`config.mk`:
```
export PLATFORM = sky130hd
export DESIGN_NAME = dmem_responder
export DESIGN_NICKNAME = d
export VERILOG_FILES = /design/src/rtl/mips_pkg.sv /design/src/rtl/dmem_ram.sv /design/src/rtl/dmem_responder.sv
export SDC_FILE = /design/constraint.sdc
export NUM_CORES = 2
export LEC_CHECK = 0
export CAP_MARGIN = 15
export CORE_UTILIZATION = 43
export DETAILED_ROUTE_END_ITERATION = 8
export PLACE_DENSITY = 0.67
export SLEW_MARGIN = 30
export SYNTH_ARGS = -nofsm -noshare
export SYNTH_HDL_FRONTEND = slang
export SYNTH_SLANG_ARGS = --single-unit
```
`constraint.sdc`:
```
create_clock -name clk -period 4.59 [get_ports clk]
set_input_delay 0.918 -clock clk [delete_from_list [all_inputs] [get_ports clk]]
set_output_delay 0.918 -clock clk [all_outputs]
set_load 0.02 [all_outputs]
```
`src/rtl/mips_pkg.sv`:
```
// -----------------------------------------------------------------------------
// mips_pkg
// Shared definitions for the MIPS core's memory-side blocks.
//   dmem_state_t  : responder FSM states (IDLE, WAIT, DONE)
//   MMIO_OUT_ADDR : byte address of the MMIO output register (store target)
//   MMIO_CNT_ADDR : byte address of the free-running cycle counter (load source)
//   isAligned()   : word-alignment test for a byte address
// -----------------------------------------------------------------------------
package mips_pkg;

    typedef enum logic [1:0] {
        IDLE = 2'd0,
        WAIT = 2'd1,
        DONE = 2'd2
    } dmem_state_t;

    localparam logic [31:0] MMIO_OUT_ADDR = 32'hFFFF_FFF0;
    localparam logic [31:0] MMIO_CNT_ADDR = 32'hFFFF_FFF4;

    function automatic logic isAligned(input logic [31:0] addr);
        return (addr[1:0] == 2'b00);
    endfunction

endpackage

```
`src/rtl/dmem_ram.sv`:
```
// -----------------------------------------------------------------------------
// dmem_ram
// Single-port synchronous RAM, DEPTH x 32. One access per enabled edge:
// a write when we=1, otherwise a read whose data is registered on that edge
// and held until the next enabled read. Contents are never reset.
// Ports:
//   clk   in  1          : clock
//   en    in  1          : access enable
//   we    in  1          : 1 = write, 0 = read (qualified by en)
//   addr  in  log2(DEPTH): word index
//   wdata in  32         : write data
//   rdata out 32         : registered read data
// -----------------------------------------------------------------------------
module dmem_ram #(
    parameter int DEPTH = 64
) (
    input  logic                     clk,
    input  logic                     en,
    input  logic                     we,
    input  logic [$clog2(DEPTH)-1:0] addr,
    input  logic [31:0]              wdata,
    output logic [31:0]              rdata
);

    logic [31:0] mem [DEPTH];

    always_ff @(posedge clk) begin
        if (en) begin
            if (we) begin
                mem[addr] <= wdata;
            end else begin
                rdata <= mem[addr];
            end
        end
    end

endmodule

```
`src/rtl/dmem_responder.sv`:
```
// -----------------------------------------------------------------------------
// dmem_responder
// Data-memory responder for the MIPS M stage. Accepts an aligned load/store,
// waits LATENCY+1 cycles in WAIT, performs the access on the final WAIT edge,
// then spends one DONE cycle with the stall released so the pipeline advances.
// Misaligned requests only raise misalignM and are otherwise dropped.
//
// Optional feature: define DMEM_MMIO_EN to decode
//   MMIO_OUT_ADDR (store -> io_out) and MMIO_CNT_ADDR (load <- cycle counter).
// Without it those addresses alias into RAM and io_out is tied to 0.
//
// Ports:
//   clk        in  1  : clock
//   reset      in  1  : asynchronous active-low reset
//   reqM       in  1  : M-stage request valid, held until the pipeline advances
//   memwriteM  in  1  : 1 = store, 0 = load
//   aluoutM    in  32 : byte address
//   writedataM in  32 : store data
//   readdataM  out 32 : load result (valid in DONE, holds otherwise)
//   stallM     out 1  : access outstanding, pipeline must freeze
//   misalignM  out 1  : request with a non-word-aligned address
//   io_out     out 32 : MMIO output register
// -----------------------------------------------------------------------------
module dmem_responder #(
    parameter int DEPTH   = 64,
    parameter int LATENCY = 2
) (
    input  logic        clk,
    input  logic        reset,
    input  logic        reqM,
    input  logic        memwriteM,
    input  logic [31:0] aluoutM,
    input  logic [31:0] writedataM,
    output logic [31:0] readdataM,
    output logic        stallM,
    output logic        misalignM,
    output logic [31:0] io_out
);
    import mips_pkg::*;

    localparam int AW = $clog2(DEPTH);

    dmem_state_t   state;
    logic [2:0]    waitCnt;
    logic          writeLat;
    logic          mmioOutLat;
    logic          mmioCntLat;
    logic [AW-1:0] idxLat;
    logic [31:0]   dataLat;

    // readdataM is either the RAM's registered output or holdData (reset
    // value / counter snapshot); useRam selects which one the last load filled.
    logic          useRam;
    logic [31:0]   holdData;
    logic [31:0]   ramRdata;

    logic          aligned;
    logic          accept;
    logic          commit;
    logic          ramEn;
    logic          decOut;
    logic          decCnt;
    logic [31:0]   cycleVal;

    // Address bits above the RAM index are deliberately ignored (wrap-around).
    logic          unusedAddrBits;
    assign unusedAddrBits = ^aluoutM[31:AW+2];

    assign aligned = isAligned(aluoutM);
    assign accept  = (state == IDLE) && reqM && aligned;
    assign commit  = (state == WAIT) && (waitCnt == 3'd0);

    // Gating with reset keeps both flags low while reset is held, even if
    // the core keeps reqM asserted.
    assign stallM    = reset && (accept || (state == WAIT));
    assign misalignM = reset && (state == IDLE) && reqM && !aligned;

    assign readdataM = useRam ? ramRdata : holdData;

`ifdef DMEM_MMIO_EN
    logic [31:0] cycleCnt;
    logic [31:0] ioReg;

    assign decOut   = (aluoutM == MMIO_OUT_ADDR);
    assign decCnt   = (aluoutM == MMIO_CNT_ADDR);
    assign cycleVal = cycleCnt;
    assign io_out   = ioReg;

    always_ff @(posedge clk or negedge reset) begin
        if (!reset) begin
            cycleCnt <= '0;
            ioReg    <= '0;
        end else begin
            cycleCnt <= cycleCnt + 32'd1;
            if (commit && writeLat && mmioOutLat) begin
                ioReg <= dataLat;
            end
        end
    end
`else
    assign decOut   = 1'b0;
    assign decCnt   = 1'b0;
    assign cycleVal = '0;
    assign io_out   = '0;
`endif

    // MMIO accesses never touch the RAM.
    assign ramEn = commit && !mmioOutLat && !mmioCntLat;

    // ---- request capture: address/data are sampled once on accept ----
    always_ff @(posedge clk) begin
        if (accept) begin
            idxLat  <= aluoutM[AW+1:2];
            dataLat <= writedataM;
        end
    end

    // ---- control FSM ----
    always_ff @(posedge clk or negedge reset) begin
        if (!reset) begin
            state      <= IDLE;
            waitCnt    <= 3'd0;
            writeLat   <= 1'b0;
            mmioOutLat <= 1'b0;
            mmioCntLat <= 1'b0;
            useRam     <= 1'b0;
            holdData   <= '0;
        end else begin
            case (state)
                IDLE: begin
                    if (accept) begin
                        state      <= WAIT;
                        waitCnt    <= 3'(LATENCY);
                        writeLat   <= memwriteM;
                        mmioOutLat <= decOut;
                        mmioCntLat <= decCnt;
                    end
                end
                WAIT: begin
                    if (waitCnt == 3'd0) begin
                        state <= DONE;
                        if (!writeLat) begin
                            if (mmioCntLat) begin
                                useRam   <= 1'b0;
                                holdData <= cycleVal;
                            end else begin
                                useRam   <= 1'b1;
                            end
                        end
                    end else begin
                        waitCnt <= waitCnt - 3'd1;
                    end
                end
                // reqM is still the request just served, so it is ignored here.
                DONE: state <= IDLE;
                default: state <= IDLE;
            endcase
        end
    end

    dmem_ram #(
        .DEPTH (DEPTH)
    ) uRam (
        .clk   (clk),
        .en    (ramEn),
        .we    (writeLat),
        .addr  (idxLat),
        .wdata (dataLat),
        .rdata (ramRdata)
    );

endmodule

```
==> metrics.txt <==
crit path capture type=flop; TritonCTS clock tree=yes; drt first pass iters=6; critical path's most frequent cell=buf_4; initial antenna violation count=6; Die Wd=435 um; kind of critical path=reg2reg; cell count after synthesis=4565; Clock Latency Late Sink=870 ps; number of flops mapped to enable cells by yosys=2118; Post-synth top flop=edfxtp_1; first-pass GRT wire length=329000 um; Final period util=0.896; Avg WL per Cell=31.2 um; Critical Path AT=4650 ps; total CTS buffers=200; chip height=435 um; DRC=0; final antenna-violating net count=0; Seq/Total Area, Yosys=0.790; GPL Wtd Cong=0.847; Setup WS pre-CTS=676 ps; Design Area, Final=92600 um^2; post-CTS resize count=0; total routed wirelength=232000 um; hold_buf cts=0; Final Worst Setup Slack=477 ps; Initial DRC Count=6913; vias in the first global route=45.6k; PD cells=422 nW/um^2; CP max FO=11; Post-DP Area=86600 um^2; flops & latches, synth=2125; routed vias/inst=6.31; Via Count=46.9k; setup_tns=0 ps; outcome=finished, final reports clean; share of layout cells above drive strength 1=0.161; # setup viols final=0; unrepaired setup endpoints after global routing=false; port buffer count=77; r2r startpoint=idxLat[0]; Leak=28.7 nW; Final Skew=42.9 ps; worst stage delay on the critical path=950 ps; Hold Crit Class=in2async; crit path launch=idxLat[0]; fmax=243 MHz; pin count of the biggest net entering global routing=70; Slew HR=0.265; H-tree depth=4; VDD IR max=435 uV; crit-path cells=buf_12 -> nand2b_1 -> nor2_1 -> buf_4 -> a22oi_1 -> a41oi_1 -> a2111oi_0 -> buf_4 -> nand4_1; fill count=14.9k; area of the mapped netlist=80700 um^2; setup repair bufs after CTS=0; Initial Util=0.434; # IOs=134; Sink Count=2125; Yosys Warn Count=0; Worst Tran Pin Value=1070 ps; area grow syn2layout=14.7%; maxcap violations=0; Req. time, crit path=5130 ps; highest-delay cell along the critical path=a2111oi_0; core area=186000 um^2; minimum clock period=4110 ps; Die Area=189000 um^2; Yosys cell types=68; max-slew violations=0; CTS root buf=clkbuf_16; synthesized area per cell=17.7 um^2; ys async rst share=0.00329; GRT Total Usage=0.240; Final Hold Vio Count=0; Max clock buf depth=3; total grt overflow=0; num rows=158; post-detail-place hpwl=135000 um; crit path launch type=flop; Net count, final=4870; CTS clock-pin slew for the worst setup and hold paths=60 ps
==> placed cells by master, fill, tap and decap left out, drive strengths merged, types with 12 or more instances in the layout <==
cell	instances
edfxtp	2118
a22oi	313
buf	297
clkbuf	263
a221oi	244
nor2	220
a21oi	179
o21ai	169
mux2i	133
nand2	107
mux2	90
clkinv	80
clkdlybuf4s50	77
a22o	70
o22ai	53
mux4	50
a221o	44
nand3	40
a31oi	37
and2	37
nor3	36
conb	32
a222oi	23
o221ai	19
o211ai	17
nand4	17
or4	16
inv	15
nand3b	13
a2bb2oi	13
o22a	13
a2111oi	13
a41oi	12
==> cell type report <==
| class | count | area (um^2) | share of cell area |
|---|---|---|---|
| antenna | 2 | 5.00 | 0.0000540 |
| inverter | 6 | 30.0 | 0.000324 |
| multi-input combinational | 2093 | 15900 | 0.171 |
| clock buffer | 263 | 5290 | 0.0572 |
| clock inverter | 98 | 697 | 0.00752 |
| timing repair buffer | 374 | 3860 | 0.0417 |
| sequential | 2125 | 63800 | 0.689 |
| tap | 2480 | 3100 | 0.0335 |
==> stage by stage <==
| stage | power [mW] | hold slack (ps) | instances | utilization |
|---|---|---|---|---|
| detailed placement | 24.0 | 485 | 7077 | 0.466 |
| CTS | 39.1 | 339 | 7438 | 0.498 |
| finish | 39.0 | 376 | 7441 | 0.498 |
| global placement | 23.9 | 471 | 7072 | 0.465 |
| floorplan | 23.1 | 451 | 4596 | - |
| global route | 40.0 | 384 | 7440 | 0.498 |
==> state kept, by name, indices dropped and copies added, names as in the netlist <==
signal,cells
useRam,1
idxLat,6
dataLat,32
state,2
uRam.mem,2048
uRam.rdata,32
waitCnt,3
writeLat,1
==> Yosys cell counts, types with 70 or more instances <==
cell type | number | area (um^2)
mux2i_1 | 133 | 1330
a21oi_1 | 179 | 896
a221oi_1 | 244 | 2140
o21ai_0 | 165 | 826
mux2_2 | 90 | 1010
nor2_1 | 220 | 826
buf_2 | 94 | 470
clkbuf_1 | 161 | 604
nand2_1 | 107 | 402
a22o_1 | 70 | 613
a22oi_1 | 313 | 2350
edfxtp_1 | 2118 | 63600
==> routing by layer <==
| layer | global-route usage | vias up | wire [um] | part of all wire |
|---|---|---|---|---|
| met5 | 0 | - | 13 | 0.000056 |
| met4 | 0.0944 | 2 | 9350 | 0.040 |
| met3 | 0.0540 | 509 | 26000 | 0.11 |
| met2 | 0.378 | 3044 | 109000 | 0.47 |
| met1 | 0.324 | 24081 | 87900 | 0.38 |
| li1 | - | 19313 | - | - |
==> where the power goes <==
part	total (mW)	leakage, nW	switching (mW)	internal [mW]
logic	2.16	6.71	1.51	0.648
registers	21.5	19.1	0.0479	21.4
clock network	15.4	2.91	7.07	8.35
total	39.0	28.7	8.63	30.4
==> worst max-delay path, delay by kind of cell (launching register included) <==
| kind | cells | cell delay, ps |
|---|---|---|
| and+or+nand+nor | 3 | 830 |
| buffers and inverters | 3 | 760 |
| AOI/OAI and AO/OA | 3 | 1420 |
| DFF | 1 | 780 |
==> cells by family after synthesis <==
family	synth area share
and+or+nand+nor	0.0311
muxes	0.0430
DFF	0.790
adders and majority gates	0.000310
buffers and inverters	0.0228
AOI/OAI and AO/OA	0.113
other	0.0000464
==> final timing paths <==
path	endpoint	slack, ps	cells past startpoint
setup / recovery	uRam.rdata[11]	480	9
hold / removal	waitCnt[2]	380	1
max in group asynchronous	waitCnt[1]	3910	1
hold reg to reg	waitCnt[0]	500	1
min in group clk	waitCnt[0]	500	1
setup reg to reg	uRam.rdata[11]	480	9
No activity file was read; power rests on OpenSTA's default activity.
